--- src/rtl/fifo_wr_arbiter_if.sv ---
// Bundle of the requester-side and fifo_syn-side signals of the shared write-port arbiter.
// Handshake: a requester beat moves on a rising clk edge when req_valid[i] && req_ready[i];
// while req_valid[i] && !req_ready[i] the requester holds req_data slice i stable.
// The fifo side sees a write whenever fifo_cs && fifo_wr_en, which only happens while !fifo_full.
interface fifo_wr_arbiter_if #(
    parameter int NUM_REQ    = 4,
    parameter int DATA_WIDTH = 32
);
    localparam int ID_W = $clog2(NUM_REQ);

    logic [NUM_REQ-1:0]            req_valid;
    logic [NUM_REQ*DATA_WIDTH-1:0] req_data;
    logic [NUM_REQ-1:0]            req_ready;
    logic                          fifo_full;
    logic                          fifo_cs;
    logic                          fifo_wr_en;
    logic [DATA_WIDTH-1:0]         fifo_data_in;
    logic                          grant_valid;
    logic [ID_W-1:0]               grant_id;
    logic                          fsm_state;   // debug view: 0 = IDLE, 1 = GRANT

    // Producers and the fifo model drive the arbiter through this side.
    modport master (
        output req_valid, req_data, fifo_full,
        input  req_ready, fifo_cs, fifo_wr_en, fifo_data_in, grant_valid, grant_id, fsm_state
    );

    // The arbiter itself.
    modport slave (
        input  req_valid, req_data, fifo_full,
        output req_ready, fifo_cs, fifo_wr_en, fifo_data_in, grant_valid, grant_id, fsm_state
    );
endinterface

--- src/rtl/fifo_wr_arbiter.sv ---
// Round-robin arbiter sharing one fifo_syn write port among NUM_REQ producers.
// The winner keeps the port for up to MAX_BURST accepted beats, then the grant
// rotates; a release with another requester waiting hands over without a bubble.
module fifo_wr_arbiter #(
    parameter int NUM_REQ    = 4,
    parameter int DATA_WIDTH = 32,
    parameter int MAX_BURST  = 4
) (
    input logic                clk,
    input logic                rst,
    fifo_wr_arbiter_if.slave   bus
);
    localparam int ID_W  = $clog2(NUM_REQ);
    localparam int CNT_W = $clog2(MAX_BURST + 1);

    typedef enum logic {
        IDLE  = 1'b0,
        GRANT = 1'b1
    } state_t;

    state_t            state, state_nxt;
    logic [ID_W-1:0]   owner, owner_nxt;
    logic [ID_W-1:0]   last, last_nxt;
    logic [CNT_W-1:0]  beat_cnt, beat_nxt;

    logic              pick_found;
    logic [ID_W-1:0]   pick_idx;
    logic [ID_W-1:0]   scan_id;
    logic              xfer;
    logic              release_now;

    // Round-robin scan starting just after 'last'. In GRANT last == owner, so the
    // current owner is visited last and only wins again if it is still valid.
    always_comb begin
        pick_found = 1'b0;
        pick_idx   = '0;
        scan_id    = '0;
        for (int k = 1; k <= NUM_REQ; k++) begin
            scan_id = ID_W'((int'(last) + k) % NUM_REQ);
            if (!pick_found && bus.req_valid[scan_id]) begin
                pick_found = 1'b1;
                pick_idx   = scan_id;
            end
        end
    end

    // FSM next-state plus the combinational port outputs.
    always_comb begin
        state_nxt        = state;
        owner_nxt        = owner;
        last_nxt         = last;
        beat_nxt         = beat_cnt;
        release_now      = 1'b0;
        bus.req_ready    = '0;
        bus.fifo_data_in = '0;
        bus.grant_valid  = 1'b0;
        bus.grant_id     = '0;

        xfer = (state == GRANT) && bus.req_valid[owner] && !bus.fifo_full;

        if (state == GRANT) begin
            bus.grant_valid  = 1'b1;
            bus.grant_id     = owner;
            bus.fifo_data_in = bus.req_data[int'(owner)*DATA_WIDTH +: DATA_WIDTH];
            if (!bus.fifo_full) begin
                bus.req_ready[owner] = 1'b1;
            end
        end

        case (state)
            IDLE: begin
                if (|bus.req_valid) begin
                    state_nxt = GRANT;
                    owner_nxt = pick_idx;
                    last_nxt  = pick_idx;
                    beat_nxt  = '0;
                end
            end
            GRANT: begin
                // A stalled beat (fifo_full) is not an xfer, so it never counts.
                if (xfer) begin
                    beat_nxt = beat_cnt + 1'b1;
                end
                release_now = (xfer && (beat_cnt == CNT_W'(MAX_BURST - 1)))
                              || !bus.req_valid[owner];
                if (release_now) begin
                    beat_nxt = '0;
                    if (pick_found) begin
                        owner_nxt = pick_idx;
                        last_nxt  = pick_idx;
                    end else begin
                        state_nxt = IDLE;
                    end
                end
            end
            default: state_nxt = IDLE;
        endcase
    end

    assign bus.fifo_wr_en = xfer;
    assign bus.fifo_cs    = xfer;
    assign bus.fsm_state  = (state == GRANT);

    // State register; 'last' resets to the top index so requester 0 wins first.
    always_ff @(posedge clk) begin
        if (rst) begin
            state    <= IDLE;
            owner    <= '0;
            last     <= ID_W'(NUM_REQ - 1);
            beat_cnt <= '0;
        end else begin
            state    <= state_nxt;
            owner    <= owner_nxt;
            last     <= last_nxt;
            beat_cnt <= beat_nxt;
        end
    end
endmodule

--- src/flat_wrapper.sv ---
// flat-port wrapper written by rule: the top's interface ports become plain ports
module fifo_wr_arbiter_flat 
#(
    parameter int NUM_REQ    = 4,
    parameter int DATA_WIDTH = 32,
    parameter int MAX_BURST  = 4
)
  (clk, rst, bus_req_valid, bus_req_data, bus_fifo_full, bus_req_ready, bus_fifo_cs, bus_fifo_wr_en, bus_fifo_data_in, bus_grant_valid, bus_grant_id, bus_fsm_state);
  fifo_wr_arbiter_if #(.NUM_REQ(NUM_REQ), .DATA_WIDTH(DATA_WIDTH)) bus_i ();
  input logic clk;
  input logic rst;
  input wire logic [$bits(bus_i.req_valid)-1:0] bus_req_valid;
  input wire logic [$bits(bus_i.req_data)-1:0] bus_req_data;
  input wire logic [$bits(bus_i.fifo_full)-1:0] bus_fifo_full;
  output wire logic [$bits(bus_i.req_ready)-1:0] bus_req_ready;
  output wire logic [$bits(bus_i.fifo_cs)-1:0] bus_fifo_cs;
  output wire logic [$bits(bus_i.fifo_wr_en)-1:0] bus_fifo_wr_en;
  output wire logic [$bits(bus_i.fifo_data_in)-1:0] bus_fifo_data_in;
  output wire logic [$bits(bus_i.grant_valid)-1:0] bus_grant_valid;
  output wire logic [$bits(bus_i.grant_id)-1:0] bus_grant_id;
  output wire logic [$bits(bus_i.fsm_state)-1:0] bus_fsm_state;
  assign bus_i.req_valid = bus_req_valid;
  assign bus_i.req_data = bus_req_data;
  assign bus_i.fifo_full = bus_fifo_full;
  assign bus_req_ready = bus_i.req_ready;
  assign bus_fifo_cs = bus_i.fifo_cs;
  assign bus_fifo_wr_en = bus_i.fifo_wr_en;
  assign bus_fifo_data_in = bus_i.fifo_data_in;
  assign bus_grant_valid = bus_i.grant_valid;
  assign bus_grant_id = bus_i.grant_id;
  assign bus_fsm_state = bus_i.fsm_state;
  fifo_wr_arbiter #(.NUM_REQ(NUM_REQ), .DATA_WIDTH(DATA_WIDTH), .MAX_BURST(MAX_BURST)) u_core (.clk(clk), .rst(rst), .bus(bus_i));
endmodule
--- config.mk ---
export PLATFORM = sky130hd
export DESIGN_NAME = fifo_wr_arbiter_flat
export DESIGN_NICKNAME = d
export VERILOG_FILES = /design/src/rtl/fifo_wr_arbiter_if.sv /design/src/rtl/fifo_wr_arbiter.sv /design/src/flat_wrapper.sv
export SDC_FILE = /design/constraint.sdc
export NUM_CORES = 1
export LEC_CHECK = 0
export CAP_MARGIN = 20
export CELL_PAD_IN_SITES_DETAIL_PLACEMENT = 2
export CELL_PAD_IN_SITES_GLOBAL_PLACEMENT = 2
export CORE_MARGIN = 1
export CORE_UTILIZATION = 13
export CTS_BUF_LIST = sky130_fd_sc_hd__clkbuf_16
export DETAILED_ROUTE_END_ITERATION = 8
export GPL_TIMING_DRIVEN = 0
export PLACE_DENSITY = 0.82
export SLEW_MARGIN = 20
export SYNTH_ARGS = -nofsm -noshare
export SYNTH_HDL_FRONTEND = slang
export SYNTH_SLANG_ARGS = --single-unit
--- constraint.sdc ---
create_clock -name clk -period 2.52 [get_ports clk]
set_input_delay 0.504 -clock clk [delete_from_list [all_inputs] [get_ports clk]]
set_output_delay 0.504 -clock clk [all_outputs]
set_load 0.1 [all_outputs]
==> results of run 1 <==
==> logic make-up after synthesis <==
family | count (synthesis) | synth area share
adders and majority gates | 2 | 0.0162
DFF | 8 | 0.104
muxes | 37 | 0.500
buffers and inverters | 21 | 0.0634
and+or+nand+nor | 63 | 0.245
AOI/OAI and AO/OA | 14 | 0.0715
==> final timing paths <==
kind,from,end,cells past startpoint
worst max register to register,u_core.beat_cnt[0],u_core.beat_cnt[1],5
worst min-delay path,u_core.beat_cnt[2],u_core.beat_cnt[2],2
worst min register to register,u_core.beat_cnt[2],u_core.beat_cnt[2],2
worst max-delay path,bus_req_valid[2],bus_fifo_cs,5
==> layout make-up <==
cell class | instances | area (um^2)
tap | 143 | 179
sequential | 8 | 166
timing repair buffer | 176 | 1600
fill | 1252 | 8000
multi-input combinational | 116 | 1320
clock buffer | 3 | 75.1
inverter | 5 | 18.8
clock inverter | 1 | 3.75
buffer | 14 | 103
==> power groups by stage <==
| stage | clock, mW | sequential (mW) | combinational, mW |
|---|---|---|---|
| after CTS | 0.283 | 0.160 | 1.28 |
| after detailed placement | 0 | 0.154 | 1.34 |
| after floorplan | 0 | 0.157 | 0.899 |
| after global placement | 0 | 0.153 | 1.32 |
| after global routing | 0.291 | 0.164 | 1.34 |
| final | 0.277 | 0.161 | 1.27 |
==> critical path: stages <==
cell	delay (ns)
clkdlybuf4s50_1	0.57
mux2i_2	0.12
nor2b_2	0.19
a211oi_4	0.20
buf_4	0.34
==> timing repair <==
item	CTS	global route
pin swaps	0	0
resized for setup	198	13
endpoints found under the setup margin	40	28
endpoints found under the hold margin	0	0
gates cloned	0	0
setup buffers	0	0
==> layer usage <==
layer / up-vias / global-route usage / wire, um
met5: - / 0 / 0
met4: 0 / 0.0187 / 93
met3: 6 / 0.0213 / 402
met2: 93 / 0.265 / 4520
met1: 960 / 0.158 / 3360
li1: 910 / - / -
==> state kept, by name, indices dropped and copies added (netlist names) <==
register / cells
u_core.beat_cnt: 3
u_core.last: 2
u_core.owner: 2
u_core.bus.fsm_state: 1
==> cell usage in the layout (no fill, tap or decap), types with 2 or more instances in the layout <==
master           instances
o22a_1                   3
mux2i_2                  2
and2_1                  33
dfxtp_2                  2
dfxtp_1                  5
buf_4                    5
mux4_2                  32
nor2_1                   4
a21oi_1                  2
o32ai_1                  2
nor3_1                   3
mux2i_1                  3
nand2_1                  3
nand2b_1                 7
clkbuf_4                 2
nor2b_1                  3
clkdlybuf4s15_2          3
buf_2                   34
clkbuf_1                 4
clkbuf_16                3
ha_1                     2
inv_1                    6
clkdlybuf4s50_1        135
buf_6                    4
==> flow_summary.yaml, run 1 <==
routing:
  drtPass1Iterations: 3
  drc: 0
  ant_nets: 0
  wl_per_cell_um: 18.0
  dr.first_iter.drc_count: 55
  vias: 1969
  totalWireLength_um: 8370
  viasPerCell: 4.23
timing:
  tightest_slew_ns: 0.968
  skew_ns: 0.00468
  finalCriticalPeriod_ns: 2.43
  final.setup.tns_ns: 0
  timing.slew.headroom: 0.353
  slew_violations: 0
  whs_ns: 0.494
  period_share: 0.966
  rsz0062_at_grt: "no"
  finalHoldViolCount: 0
  max_freq_ghz: 0.411
  layout_setup_ws_ns: 0.0868
  setup_viol: 0
power:
  vdd_ir_drop_max_mv: 0.401
  power.internal_mw: 0.837
  swShare: 0.511
  p_seq_frac: 0.094
  combPwrFrac: 0.744
  power_density_nw_per_um2: 494
  leakage_nw: 1.32
  total_power_mw: 1.71
  power_switching_mw: 0.876
  p_clk_frac: 0.162
grt:
  grt_pass1_wl_um: 13100
  grt_pass1_vias: 2264
  gr-usage-all-layers: 0.136
  grt_max_degree: 14
  grt_overflow: 0
  antenna_found_initial: 0
critical_path:
  arrival_ns: 1.93
  critPathMaxFanout: 5
  end_kind: "output port"
  start_kind: "input port"
  worst_ep_required_time_ns: 2.02
  path_class: "in -> out"
  r2r_slack_ns: 0.84
clock_tree:
  clk_pin_slew_ns: 0.04
  cts_max_path_buffers: 2
  cts_tree: "built"
  cts_hold_buffers: 0
  clock_latency_ns: 0.24
  clock-sinks: 8
  numCtsBuffers: 3
  htreeDepth: 1
  clock-root-buffer: "clkbuf_16"
floorplanning:
  start_util: 0.134
  core-area_um2: 11500
  die_y_um: 111
  pin_count: 177
  die-width_um: 111
  die-area_um2: 12300
  std_cell_rows: 39
status:
  status: "finished, final reports clean"
logic_synthesis:
  yosys.area.top_type_share: 0.468
  syn_avg_cell_area_um2: 10.6
  synth_top_cell_by_area: "mux4_2"
  synth_area_um2: 1540
  ys_seq_area_frac: 0.104
  synth-main-ff-cell: "dfxtp_1"
  synth.top_cells.by_area: "mux4_2 47%, and2_1 13%, dfxtp_1 10%"
  ys_seq_elements: 8
  synth_edf_count: 0
  syn-num-nets: 282
  yosys_warnings: 0
  netlist_instances: 145
  yosysMostFrequentCell: "and2_1"
  synthTopCellsByCount: "33 x and2_1, 32 x mux4_2, 8 x dfxtp_1, 7 x nand2b_1"
  synth_cell_type_count: 32
  synthArstFlopShare: 0
layout:
  nNetsFinal: 461
  fin_util: 0.302
  antenna_cells: 0
  area_growth_pct: 125
  drive_gt1_frac: 0.300
  finalNonFillerCells: 466
  design_area_um2: 3460
placed_design:
  gp_congestion: 0.752
  placed_cell_area_um2: 3510
  dpl.hpwl_um: 7260
  dp_slack_ns: -0.891
  place_inst: 464
  port_buffers: 176
run:
  cap_violations: 0
hold_path:
  hold_class: "reg -> reg"
Note: power is estimated with default switching activity, not from simulation.
==> run 2, diff against run 1 <==
- CAP_MARGIN: 20 -> not set
==> results of run 2 <==
Same layout as run 1: the final DEF is identical, and so are final timing and power.
==> run 3, diff against run 2 <==
- PLACE_DENSITY: 0.82 -> not set
- PLACE_DENSITY_LB_ADDON: not set -> 0.1
==> run 3 against run 2 <==
  * Sequential share of layout area decreased by 0.057 points
  * Final cell count unchanged
  * Register-to-register slack improved by 0.07 ns
  * Sequential cell count unchanged
  * Critical endpoint is now bus_fifo_wr_en
==> flow_summary.yaml, run 3 (same netlist as run 1, synthesis figures left out) <==
placed_design:
  port_buffers: 176
  dpl.hpwl_um: 7990
  gp_congestion: 0.775
  placed_cell_area_um2: 3510
clock_tree:
  clock-root-buffer: "clkbuf_16"
  numCtsBuffers: 3
  htreeDepth: 1
  clk_pin_slew_ns: 0.04
  cts_tree: "built"
  clock_latency_ns: 0.24
  cts_hold_buffers: 0
  clock-sinks: 8
  cts_max_path_buffers: 2
power:
  power.internal_mw: 0.831
  vdd_ir_drop_max_mv: 0.278
  swShare: 0.513
  p_seq_frac: 0.092
  p_clk_frac: 0.162
  combPwrFrac: 0.746
  power_switching_mw: 0.876
  power_density_nw_per_um2: 494
  leakage_nw: 1.30
grt:
  grt_overflow: 0
  grt_pass1_vias: 2203
  antenna_found_initial: 0
  grt_pass1_wl_um: 14400
  gr-usage-all-layers: 0.154
  grt_max_degree: 14
routing:
  vias: 1982
  wl_per_cell_um: 20.2
  totalWireLength_um: 9420
  viasPerCell: 4.25
  drtPass1Iterations: 4
  ant_nets: 0
  drc: 0
  dr.first_iter.drc_count: 46
critical_path:
  r2r_slack_ns: 0.91
  path_class: "in -> out"
  path_cells: "clkdlybuf4s50_1, mux2i_1, nor2b_1, a211oi_4, buf_6, buf_6"
  worst_ep_required_time_ns: 2.02
  cpMostUsedCell: "buf_6"
  critPathMaxStageDelay_ns: 0.48
  end_kind: "output port"
  critPathMaxFanout: 5
  critPathSlowestCell: "clkdlybuf4s50_1"
  arrival_ns: 1.99
  start_kind: "input port"
layout:
  register_area_um2: 164
  design_area_um2: 3450
  reg_top3: "u_core.beat_cnt x3, u_core.last x2, u_core.owner x2"
  final_common_cell: "clkdlybuf4s50_1"
  drive_gt1_frac: 0.291
  area_growth_pct: 124
  largest_register: "u_core.beat_cnt"
  nNetsFinal: 461
  fin_util: 0.301
  mostFrequentLayoutCells: "136 x clkdlybuf4s50_1, 33 x and2_1, 33 x buf_2"
  multi_input_area_um2: 1310
  antenna_cells: 0
  largest_reg_flops: 3
  fill_cells: 1273
timing:
  whs_ns: 0.479
  tightest_slew_ns: 1.01
  skew_ns: 0.00465
  slew_violations: 0
  rsz0062_at_grt: "yes"
  max_freq_ghz: 0.401
  finalCriticalPeriod_ns: 2.49
  timing.slew.headroom: 0.325
  period_share: 0.989
  finalHoldViolCount: 0
  setup_viol: 0
status:
  status: "finished, final reports clean"
hold_path:
  hold_class: "reg -> reg"
floorplanning:
  std_cell_rows: 39
  start_util: 0.134
  die-width_um: 111
  pin_count: 177
  die_y_um: 111
  die-area_um2: 12300
  core-area_um2: 11500
run:
  cap_violations: 0
-- run 3: cell types whose count changed in the layout (fill, tap and decap cells not counted), sizes merged --
| cell | before | now |
|---|---|---|
| buf | 44 | 43 |
| clkdlybuf4s15 | 3 | 4 |
| clkdlybuf4s50 | 135 | 136 |
| dlymetal6s2s | 1 | 0 |
-- run 3: power by group through the flow --
| stage | Sequential (mW) | Clock [mW] | Combinational, mW |
|---|---|---|---|
| floorplan | 0.157 | 0 | 0.899 |
| global placement | 0.152 | 0 | 1.34 |
| detailed placement | 0.152 | 0 | 1.35 |
| CTS | 0.158 | 0.285 | 1.29 |
| global route | 0.160 | 0.296 | 1.34 |
| finish | 0.157 | 0.276 | 1.27 |
-- run 3: through the flow --
stage	worst slack (ns)	total power [mW]	instances	TNS (ns)
2_1_floorplan	-0.238	1.06	145	-0.643
3_3_place_gp	-0.897	1.49	464	-21.95
3_5_place_dp	-0.910	1.50	464	-22.46
4_1_cts	0.00548	1.73	466	0
5_1_grt	-0.0612	1.80	466	-0.967
6_report	0.0287	1.71	466	0
-- run 3: cell type report --
class | count | area share
timing repair buffer | 176 | 0.465
sequential | 8 | 0.0475
clock buffer | 3 | 0.0217
clock inverter | 1 | 0.00109
inverter | 5 | 0.00543
tap | 143 | 0.0518
multi-input combinational | 116 | 0.380
buffer | 14 | 0.0279
-- run 3: per-layer routing --
layer	global-route usage	vias to the layer above	part of all wire
met1	0.202	973	0.45
met3	0.0361	2	0.064
met4	0.0107	0	0.0023
li1	-	913	-
met5	0	-	0
met2	0.268	94	0.48
-- run 3: final timing paths --
check                           cells after the start            endpoint          startpoint
worst max-delay path                                6      bus_fifo_wr_en    bus_req_valid[2]
worst min-delay path                                2  u_core.beat_cnt[1]  u_core.beat_cnt[1]
worst max register to register                      5  u_core.beat_cnt[0]  u_core.beat_cnt[0]
worst min register to register                      2  u_core.beat_cnt[1]  u_core.beat_cnt[1]
-- run 3: what timing repair did --
| action | in CTS | in global routing |
|---|---|---|
| endpoints found under the setup margin | 40 | 25 |
| resized for setup | 197 | 5 |
| setup buffers | 0 | 0 |
| pin swaps | 0 | 0 |
-- run 3: worst max-delay path: cells and delay by family --
family	cells	cell delay, ns
buffers and inverters	3	0.78
AND/OR/NAND/NOR	1	0.32
multiplexers	1	0.30
AO/OA/AOI/OAI	1	0.07
